<file path="config.mk">
export PLATFORM = sky130hd
export DESIGN_NAME = serial_frame_rx
export DESIGN_NICKNAME = d
export VERILOG_FILES = /design/src/rtl/serial_frame_rx.sv
export SDC_FILE = /design/constraint.sdc
export NUM_CORES = 1
export LEC_CHECK = 0
export ABC_AREA = 1
export BUFFER_PORTS_ARGS = -buffer_cell sky130_fd_sc_hd__buf_2
export CAP_MARGIN = 20
export CORE_ASPECT_RATIO = 1.1
export CORE_MARGIN = 2
export CORE_UTILIZATION = 35
export CTS_BUF_LIST = sky130_fd_sc_hd__clkbuf_16
export DETAILED_ROUTE_END_ITERATION = 10
export PLACE_DENSITY_LB_ADDON = 0.15
export SLEW_MARGIN = 5
export SYNTH_ARGS = -nofsm -noshare
export SYNTH_HDL_FRONTEND = slang
export SYNTH_SLANG_ARGS = --single-unit
</file>
<file path="constraint.sdc">
create_clock -name clk -period 1.9 [get_ports clk]
set_input_delay 0.38 -clock clk [delete_from_list [all_inputs] [get_ports clk]]
set_output_delay 0.38 -clock clk [all_outputs]
set_load 0.02 [all_outputs]
</file>
<file path="src/rtl/serial_frame_rx.sv">
// Serial-to-parallel frame receiver: start bit, WIDTH data bits, stop bit,
// one serial sample per ser_en strobe; emits the word with a one-cycle valid pulse.
module serial_frame_rx #(
    parameter int WIDTH     = 4,
    parameter bit MSB_FIRST = 1'b1
) (
    input  logic             clk,
    input  logic             rst,
    input  logic             ser_en,
    input  logic             ser_in,
    output logic [WIDTH-1:0] data_out,
    output logic             data_valid,
    output logic             frame_err,
    output logic             busy
);

    localparam int CW = $clog2(WIDTH + 1);
    localparam logic [CW-1:0] LAST_BIT = CW'(WIDTH - 1);

    typedef enum logic [1:0] {
        IDLE = 2'd0,
        DATA = 2'd1,
        STOP = 2'd2
    } state_t;

    state_t           state_r;
    logic [WIDTH-1:0] shift_r;
    logic [CW-1:0]    cnt_r;

    // Insert one received bit at the end that matches the transmit bit order.
    function automatic logic [WIDTH-1:0] shift_in(input logic [WIDTH-1:0] sh, input logic b);
        logic [WIDTH-1:0] res;
        if (MSB_FIRST) begin
            res = {sh[WIDTH-2:0], b};
        end else begin
            res = {b, sh[WIDTH-1:1]};
        end
        return res;
    endfunction

    // Frame FSM with registered word, pulses and busy flag.
    always_ff @(posedge clk or posedge rst) begin
        if (rst) begin
            state_r    <= IDLE;
            shift_r    <= '0;
            cnt_r      <= '0;
            data_out   <= '0;
            data_valid <= 1'b0;
            frame_err  <= 1'b0;
            busy       <= 1'b0;
        end else begin
            data_valid <= 1'b0;
            frame_err  <= 1'b0;
            if (ser_en) begin
                case (state_r)
                    IDLE: begin
                        if (!ser_in) begin
                            state_r <= DATA;
                            cnt_r   <= '0;
                            busy    <= 1'b1;
                        end
                    end
                    DATA: begin
                        shift_r <= shift_in(shift_r, ser_in);
                        cnt_r   <= cnt_r + CW'(1);
                        if (cnt_r == LAST_BIT) begin
                            state_r <= STOP;
                        end
                    end
                    STOP: begin
                        // A low stop bit only flags the error; the start search resumes next strobe.
                        if (ser_in) begin
                            data_out   <= shift_r;
                            data_valid <= 1'b1;
                        end else begin
                            frame_err  <= 1'b1;
                        end
                        state_r <= IDLE;
                        busy    <= 1'b0;
                    end
                    default: begin
                        state_r <= IDLE;
                        busy    <= 1'b0;
                    end
                endcase
            end
        end
    end

endmodule

</file>
**Word level (Yosys, flattened, before mapping)**

Index checks and enable logic that the tools add are counted.

- Register bits after elaboration: 16

- Multiplexer cells: 13
- Reductions and logical operators: 7
- Add/subtract/negate cells: 1
- Equality and inequality tests: 5
- Bitwise operators: 1

Operators by type and width:

| cell | number |
|---|---|
| AND reduction 3 bit | 4 |
| two-way mux 1 bit | 7 |
| one-hot mux 3 bit (2 select lines) | 1 |
| two-way mux 2 bit | 2 |
| != test 2 bit, second input constant | 2 |
| one-hot mux 2 bit (2 select lines) | 1 |
| adder 3 x 1 -> 3 bit, second input constant | 1 |
| equality test 3 x 2 -> 1 bit, second input constant | 1 |
| two-way mux 3 bit | 1 |
| equality test 2 x 1 -> 1 bit, second input constant | 1 |
| equality test 2 bit, second input constant | 1 |
| logical NOT 2 bit | 1 |
| one-hot mux 1 bit (2 select lines) | 1 |
| AND reduction 2 bit | 1 |
| nonzero test 2 bit | 1 |
| inverter 1 bit | 1 |

**Logic depth before layout (Yosys ltp)**

Gate-level depths: netlist of the first run.

- Word-level depth: 3
- Gate-level depth with buffers: 7
- Depth with buffers taken out: 6

**Least setup slack after synthesis of the first run**

OpenSTA, ideal clock, no wires.

- Path type: reg2reg
- From: register cnt_r[0]
- To: register state_r[1]
- Library setup time: 0.065 ns
- Path slack: 0.776 ns
- Stages on the path, launching flop included: 7
- Clock period less this slack: 1.124 ns
- Required time: 1.835 ns
- Arrival time: 1.058 ns
- Path through: dfrtp_1 -> ha_1 -> ha_1 -> nand3b_1 -> nand3_1 -> nand2_1 -> nand2_1

- Word-level cells in the longest chain between the ends: 3

RTL lines:

| what | RTL line | RTL |
|---|---|---|
| from (decl) | 28 | `logic [CW-1:0] cnt_r;` |
| from (signal assigned) | 65 | `cnt_r <= cnt_r + CW'(1);` |
| equality test 3 x 2 -> 1 bit | 66 | `if (cnt_r == LAST_BIT) begin` |
| != test 2 bit (no source line) | -- |  |
| AND reduction 3 bit (no source line) | -- |  |
| to (signal assigned) | 67 | `state_r <= STOP;` |
| to (signal assigned) | 78 | `state_r <= IDLE;` |
| to (signal assigned) | 82 | `state_r <= IDLE;` |
| to (decl) | 26 | `state_t state_r;` |

Every way passes these cells.
A chain may end at the register's enable or synchronous reset.

**Final worst setup path of the first run**

Ends and elaborated chain as after synthesis.

==> results of run 1 <==
-- path summary, 6_finish.rpt --
check / cells past startpoint / end
hold reg to reg: 2 / data_out[3]
max in group asynchronous: 2 / data_out[0]
hold / removal: 2 / data_out[3]
min in group clk: 2 / data_out[3]
setup reg to reg: 6 / state_r[1]
setup / recovery: 6 / state_r[1]
-- per-layer routing --
layer	GRT usage (%)	wire length, um	share of wire, %	vias to the layer above
met5	0	0	0	-
met4	5.71	13	1.2	0
met3	3.24	30	2.7	2
met2	17.1	483	43	7
met1	15.8	591	53	229
li1	-	-	-	261
-- area by class of cell --
class / instances / area share, %
tap: 27 / 3.96
inverter: 11 / 4.99
timing repair buffer: 10 / 5.87
clock inverter: 1 / 0.441
clock buffer: 3 / 8.81
sequential: 16 / 47.0
multi-input combinational: 45 / 28.9
-- Yosys cell counts, drive strengths merged --
master / count
mux2i: 1
ha: 2
nand3b: 1
a21oi: 1
nor2: 5
o21ai: 10
buf: 1
clkinv: 1
nand4: 2
nand3: 3
inv: 10
nand2: 20
dfrtp: 16
-- worst max-delay path: stages, from the launching register on --
cell	delay, ps
dfrtp_1	380
ha_1	200
ha_1	190
nand3b_1	150
nand3_1	90
nand2_1	50
nand2_1	60
-- power by group --
group / switching (mW) / leakage (nW) / total, mW / internal (mW)
sequential: 0.0776 / 0.209 / 0.535 / 0.458
combinational: 0.246 / 0.215 / 0.390 / 0.145
clock: 0.125 / 0.0385 / 0.404 / 0.279
-- state kept, by name, summed over array words and instances (netlist names) --
signal,flops
busy,1
cnt_r,3
data_out,4
data_valid,1
frame_err,1
shift_r,4
state_r,2
-- through the flow --
stage	instance area [um^2]	power, mW	instances	setup WS [ps]	utilization [%]
2_1_floorplan	694	0.834	73	776	-
3_3_place_gp	773	0.930	109	737	42.4
3_5_place_dp	773	0.932	109	721	42.4
4_1_cts	852	1.34	113	711	46.8
5_1_grt	852	1.43	113	636	46.8
6_report	852	1.33	113	709	46.8
-- logic make-up (layout without fill, tap and decap cells) --
| kind of cell | Yosys count | after routing | share of synthesized area [%] |
|---|---|---|---|
| buffers and inverters | 12 | 25 | 6.85 |
| DFF | 16 | 16 | 57.7 |
| muxes | 1 | 1 | 1.44 |
| and+or+nand+nor | 31 | 31 | 22.5 |
| AOI/OAI and AO/OA | 11 | 11 | 7.93 |
| adders and majority gates | 2 | 2 | 3.60 |
==> flow_summary_export.csv, run 1 <==
group,metric,value,unit
finish,drive_gt1_share,25.6,%
die,io_pins,11,
clocking,ctsHoldBuffers,0,
power_and_ir_drop,p_leak,0.463,nW
synth,synth.top_cells.by_area,"dfrtp_1 (58%), nand2_1 (9.2%), o21ai_1 (7.2%), inv_1 (3.8%), ha_1 (3.6%)",
finish,mostFrequentLayoutCell,"nand2_1",
drt,vias_per_cell,4.42,
finish,area_growth,22.7,%
clocking,ctsResizeCount,0,
drt,drtIter0Drc,13,
drt,num_vias,499,
clocking,cts_setup_buffers,0,
setup_path,r2r-start,"cnt_r[0]",
clocking,htreeDepth,1,
power_and_ir_drop,power_density,1560,mW/mm^2
synth,syn_area_per_cell,9.51,um^2
setup_path,crit_required,2080,ps
synth,syn_inst,73,
sta,max_slew_margin,60.1,%
worst_hold_path,hp-class,"in -> async",
die,coreArea,0.00182,mm^2
sta,final_max_slew_viol_count,0,
setup_path,criticalPathCategory,"reg -> reg",
clocking,cts_root_buf,"clkbuf_16",
setup_path,worstPathArrival,1370,ps
clocking,clock_latency,240,ps
synth,ys_seq_area_share,57.7,%
global_routing,first_global_vias,452,
finish,nFillCells,178,
sta,fin_hold_ws,199,ps
outcome,outcome,"completed",
finish,layout.area.seq,400,um^2
global_routing,antenna_found_initial,0,
die,placementRows,16,
global_routing,grt_use_total,11.8,%
sta,fin_crit_sh,62.7,%
drt,final_antenna_net_count,0,
setup_path,critPathLaunch,"cnt_r[0]",
die,start_util,38.1,%
drt,first_pass_iters,4,
finish,multi_input_area,246,um^2
setup_path,r2r_slack,710,ps
die,die_w,46.5,um
sta,hold_viol,0,
global_routing,overflow,0,
die,fp.dieArea,0.00236,mm^2
synth,synth_top_area_cell,"dfrtp_1",
synth,yosys_warnings,0,
sta,finalCriticalPeriod,1190,ps
synth,ys_types,18,
run,max_cap_viol_count,0,
drt,post_drt_wl_per_cell,9.90,um
drt,drc,0,
place,io_buffers,10,
synth,ys_seq_elements,16,
drt,drt-total-wl,1120,um
synth,netlist_area,694,um^2
die,die_y,50.7,um
finish,layout.nets,93,
sta,setup_viol,0,
finish,final_cell_mix,"nand2_1 (17), dfrtp_1 (16), o21ai_1 (10), buf_2 (10), inv_1 (7)",
clocking,cts_buffer_depth,2,
synth,syn-num-nets,79,
synth,synth_top_area_share,57.7,%
power_and_ir_drop,peakVddDrop,0.688,mV
clocking,cts_sinks,16,
sta,tns,0,ps
sta,worst_pin_slew,598,ps
setup_path,end_kind,"flop",
global_routing,grt_max_degree,17,
setup_path,start_kind,"flop",
finish,diodes,0,
place,dp_hpwl,799,um
place,gp_congestion,0.801,
setup_path,cp_max_fo,2,
sta,rsz0062_at_grt,"no",
clocking,cts_buffers,3,
clocking,tritoncts,"built",
global_routing,grt_first_pass_wirelength,1970,um
clocking,clkTransAtPathRegs,50,ps
sta,fmax,0.839,GHz
sta,fin_skew,1.94,ps
(Power assumes the default switching activity.)
==> inputs of run 2 (changes only) <==
- ABC_AREA: 1 -> 0
- clock period: 1.9 -> 1 ns (I/O delays scaled with it)
==> flow_summary_export.csv, run 2 <==
group,metric,value,unit
synth,syn-num-nets,54,
sta,fin_ws,-135,ps
synth,synth_top_area_share,57.5,%
finish,nFillCells,161,
finish,area_growth,40.8,%
drt,drtIter0Drc,5,
place,gp_congestion,0.635,
sta,hold_viol,0,
finish,final_cell_mix,"dfrtp_1 (14), buf_4 (11), buf_2 (8)",
setup_path,slowest_delay,440,ps
power_and_ir_drop,power,2.87,mW
sta,fin_crit_sh,113,%
drt,vias_per_cell,4.46,
global_routing,grt_util_met3,3.96,%
setup_path,crit_slowest_cell,"dfrtp_2",
drt,final_antenna_net_count,0,
setup_path,end_kind,"flop",
die,start_util,38.3,%
clocking,htreeDepth,1,
global_routing,grt_first_pass_wirelength,1970,um
finish,drive_gt1_share,59.2,%
drt,drt-total-wl,1160,um
clocking,cts_buffers,3,
finish,layout.area.seq,403,um^2
synth,synth_flop_cell,"dfrtp_1",
synth,synth_commonest_cells,"dfrtp_1 (16), inv_1 (4), mux2_2 (4), mux2_4 (4)",
clocking,clock_latency,240,ps
clocking,cts_sinks,16,
run,max_cap_viol_count,0,
sta,final_max_slew_viol_count,0,
setup_path,cp_cell_sequence,"nor2b_4 > nand3_4 > mux2_4",
sta,setup_viol,11,
drt,first_pass_iters,2,
synth,synth.top_cells.by_area,"dfrtp_1 (57%), mux2_4 (8.6%), mux2_2 (6.5%), ha_1 (3.6%), nand3b_4 (2.9%)",
global_routing,use_met1,15.0,%
die,die_w,46.5,um
setup_path,start_kind,"flop",
finish,diodes,0,
setup_path,r2r_cells,3,
synth,synth_edf_count,0,
worst_hold_path,holdPathStages,3,
global_routing,first_global_vias,439,
place,dp_slack,-128,ps
setup_path,worstPathArrival,1260,ps
die,die_y,50.8,um
sta,worst_pin_slew,208,ps
outcome,violations,"setup timing",
clocking,cts_root_buf,"clkbuf_16",
synth,ys_seq_area_share,57.5,%
die,coreArea,0.00182,mm^2
synth,syn_area_per_cell,14.5,um^2
synth,ys_seq_elements,16,
finish,layout.cells.non_filler,98,
finish,top_regs,"data_out: 4 flops, shift_r: 4 flops, cnt_r: 3 flops",
global_routing,overflow,0,
sta,fin_skew,3.67,ps
sta,fmax,0.881,GHz
finish,multi_input_area,310,um^2
synth,netlist_area,697,um^2
power_and_ir_drop,peakVddDrop,1.58,mV
sta,rsz0062_at_grt,"yes",
global_routing,antenna_found_initial,0,
setup_path,crit_required,1120,ps
global_routing,gr-max-usage-layer,"met2",
die,io_pins,11,
drt,drc,0,
global_routing,grt_use_total,11.5,%
clocking,tritoncts,"built",
sta,finalCriticalPeriod,1130,ps
synth,syn_inst,48,
global_routing,grt_max_degree,17,
synth,ys_types,21,
place,io_buffers,10,
finish,mostFrequentLayoutCell,"dfrtp_1",
sta,max_slew_margin,86.1,%
die,placementRows,16,
drt,num_vias,437,
synth,synth.most_common_cell,"dfrtp_1",
synth,yosys_warnings,0,
finish,layout.nets,79,
setup_path,criticalPathCategory,"reg -> reg",
synth,async_reset_ff_share,100,%
power_and_ir_drop,p_leak,0.495,nW
global_routing,use_met2,18.1,%
die,fp.dieArea,0.00236,mm^2
drt,post_drt_wl_per_cell,11.8,um
place,place_inst,92,
synth,synth_top_area_cell,"dfrtp_1",
setup_path,cp_max_fo,5,
clocking,cts_buffer_depth,2,
worst_hold_path,hp-class,"in -> reg",
power_and_ir_drop,power_density,2930,mW/mm^2
clocking,clkTransAtPathRegs,50,ps
outcome,outcome,"complete, but fails checks",
run 2: cell count changes after synthesis, moves of 2 or more:
cell	before	now
nand2_1	17	0
o21ai_1	10	0
mux2_2	0	4
mux2_4	0	4
inv_1	7	4
inv_2	3	0
nand2_4	2	0
nand3_1	3	1
nand4_1	2	0
run 2: repair_timing:
action / CTS / global route
endpoints found under the setup margin: 15 / 16
hold endpoints to repair: 16 / 0
buffers inserted: 0 / 2
pin swaps: 3 / 1
gates resized for setup: 5 / 3
hold buffers: 1 / 0
run 2: cells by family (layout without fill, tap and decap cells):
logic type                 after synthesis  after routing  share of synthesized area, %
DFF                                     16             16                          57.5
muxes                                    9              9                          16.5
buffers and inverters                    5             28                          3.23
AOI/OAI and AO/OA                        7              7                          7.36
and+or+nand+nor                          9              9                          11.9
adders and majority gates                2              2                          3.59
run 2: area by class of cell:
type / instances / share of cell area [%]
multi-input combinational: 27 / 31.6
timing repair buffer: 21 / 14.7
sequential: 16 / 41.1
clock buffer: 3 / 7.65
tap: 27 / 3.44
inverter: 4 / 1.53
run 2: path summary, 6_finish.rpt:
path / from / slack [ps] / end
setup / recovery: state_r[0] / -130 / data_out[0]
hold / removal: ser_en / 320 / data_valid
setup reg to reg: state_r[0] / -130 / data_out[0]
hold reg to reg: cnt_r[2] / 500 / cnt_r[2]
max in group asynchronous: rst / 290 / state_r[1]
min in group asynchronous: rst / 510 / data_out[2]
run 2: critical path, delay by kind of cell (launching register included):
family        cells  cell delay [ps]
flops             1              440
mux               1              310
simple gates      2              270
run 2: power breakdown:
| group | total (mW) | switching [mW] | internal [mW] |
|---|---|---|---|
| logic | 1.03 | 0.443 | 0.591 |
| registers | 1.09 | 0.186 | 0.905 |
| clock network | 0.749 | 0.226 | 0.523 |
| total | 2.87 | 0.854 | 2.02 |
run 2: routing by layer:
| metal | part of all wire, % | up-vias |
|---|---|---|
| li1 | - | 216 |
| met1 | 47 | 211 |
| met2 | 48 | 10 |
| met3 | 5.2 | 0 |
| met4 | 0 | 0 |
| met5 | 0 | - |
run 2: metrics by stage:
| stage | utilization [%] | instance area (um^2) | setup TNS (ps) | hold slack [ps] |
|---|---|---|---|---|
| after floorplan | - | 714 | -632 | 114 |
| after global placement | 46.7 | 851 | -911 | 219 |
| after detailed placement | 46.7 | 851 | -874 | 216 |
| after CTS | 52.5 | 956 | -960 | 318 |
| after global routing | 53.8 | 981 | -1470 | 324 |
| final | 53.8 | 981 | -874 | 318 |
==> inputs of run 3 (changes only) <==
- CORE_UTILIZATION: 35 -> 47
- REMOVE_ABC_BUFFERS: default -> 1
- SKIP_LAST_GASP: default -> 1
==> flow_summary_export.csv, run 3 (synthesized netlist as in run 2, its figures left out) <==
group,metric,value,unit
finish,mostFrequentLayoutCell,"dfrtp_1",
sta,hold_viol,0,
place,place_inst,82,
setup_path,cp_max_fo,5,
clocking,cts_sinks,16,
place,dp_hpwl,813,um
clocking,cts_buffers,3,
setup_path,crit_required,1120,ps
worst_hold_path,hp-class,"in -> reg",
outcome,outcome,"complete, but fails checks",
drt,drt-total-wl,1150,um
power_and_ir_drop,clkPwrFrac,25.6,%
outcome,violations,"setup timing",
sta,fin_ws,-135,ps
finish,layout.nets,80,
drt,final_antenna_net_count,0,
drt,drc,0,
sta,worst_pin_slew,207,ps
setup_path,end_kind,"flop",
global_routing,first_global_vias,451,
setup_path,start_kind,"flop",
global_routing,grt_max_degree,17,
die,die_y,44.4,um
sta,rsz0062_at_grt,"yes",
finish,top_regs,"data_out: 4 flops, shift_r: 4 flops, cnt_r: 3 flops",
finish,diodes,0,
global_routing,antenna_found_initial,0,
clocking,clock_latency,240,ps
drt,num_vias,444,
clocking,tritoncts,"built",
die,io_pins,11,
clocking,htreeDepth,1,
sta,max_slew_margin,86.2,%
place,gp_congestion,0.622,
drt,post_drt_wl_per_cell,13.1,um
power_and_ir_drop,peakVddDrop,1.46,mV
drt,drtIter0Drc,6,
global_routing,grt_use_total,16.7,%
power_and_ir_drop,p_int,2.03,mW
setup_path,criticalPathCategory,"reg -> reg",
finish,area_growth,38.4,%
power_and_ir_drop,pwr-share-seq,37.5,%
clocking,cts_buffer_depth,2,
power_and_ir_drop,combPwrFrac,37.0,%
drt,vias_per_cell,5.05,
die,fp.dieArea,0.00181,mm^2
power_and_ir_drop,power,2.86,mW
sta,final_max_slew_viol_count,0,
sta,finalCriticalPeriod,1140,ps
clocking,clkTransAtPathRegs,40,ps
finish,drive_gt1_share,58.3,%
setup_path,worstPathArrival,1260,ps
finish,final_cell_mix,"dfrtp_1 (15), buf_4 (13), buf_2 (8)",
setup_path,r2r_slack,-140,ps
sta,fmax,0.881,GHz
die,coreArea,0.00138,mm^2
sta,fin_crit_sh,114,%
finish,layout.cells.non_filler,88,
global_routing,grt_first_pass_wirelength,1920,um
drt,first_pass_iters,2,
power_and_ir_drop,power.switching,0.827,mW
sta,tns,-1220,ps
power_and_ir_drop,power_density,2960,mW/mm^2
die,placementRows,14,
global_routing,overflow,0,
power_and_ir_drop,netSwitchingFraction,28.9,%
place,io_buffers,10,
sta,setup_viol,13,
die,start_util,50.4,%
die,die_w,40.7,um
sta,fin_skew,1.73,ps
clocking,cts_root_buf,"clkbuf_16",
power_and_ir_drop,p_leak,0.498,nW
run,max_cap_viol_count,0,
run 3: worst paths after layout:
| path | cells after the start | start | to |
|---|---|---|---|
| max | 3 | state_r[0] | shift_r[0] |
| min | 3 | ser_in | shift_r[0] |
| max reg2reg | 3 | state_r[0] | shift_r[0] |
| min reg2reg | 1 | cnt_r[2] | cnt_r[2] |
| max in group asynchronous | 4 | rst | state_r[1] |
| min in group asynchronous | 4 | rst | shift_r[3] |
run 3: routing by layer:
layer / global-route usage (%) / wire length [um] / up-vias
met5: 0 / 0 / -
met3: 6.03 / 42 / 2
met2: 25.4 / 573 / 9
met1: 20.5 / 533 / 213
met4: 8.00 / 4 / 0
li1: - / - / 220
run 3: timing repair:
action,in CTS,in global routing
resized for setup,7,3
pin swaps,2,2
setup buffers,1,1
hold buffers,1,0
endpoints found under the setup margin,15,18
hold endpoints to repair,16,0
run 3: layout make-up:
class                   count  area, um^2
clock buffers               3        75.1
well taps                  16        20.0
repair buffers             22         148
multi-input cells          27         305
fillers                   107         419
flip-flops and latches     16         402
inverters                   4        15.0
run 3: worst max-delay path, stage by stage (launching register included):
cell and delay [ps]:
dfrtp_1 410, buf_4 170, nand3b_4 100, mux2_2 340
run 3: through the flow:
| step | hold slack, ps | cell area (um^2) | setup WS, ps | utilization (%) |
|---|---|---|---|---|
| 6_report | 315 | 965 | -135 | 69.7 |
| 5_1_grt | 321 | 965 | -174 | 69.7 |
| 4_1_cts | 313 | 947 | -146 | 68.4 |
| 3_5_place_dp | 223 | 827 | -146 | 59.8 |
| 3_3_place_gp | 212 | 827 | -122 | 59.8 |
| 2_1_floorplan | 114 | 689 | -149 | - |
run 3: power by group through the flow:
stage / sequential [mW] / clock [mW] / combinational, mW
3_5_place_dp: 1.08 / 0 / 0.941
4_1_cts: 1.07 / 0.755 / 1.02
3_3_place_gp: 1.06 / 0 / 0.920
5_1_grt: 1.11 / 0.787 / 1.19
6_report: 1.07 / 0.731 / 1.06
2_1_floorplan: 1.17 / 0 / 0.499
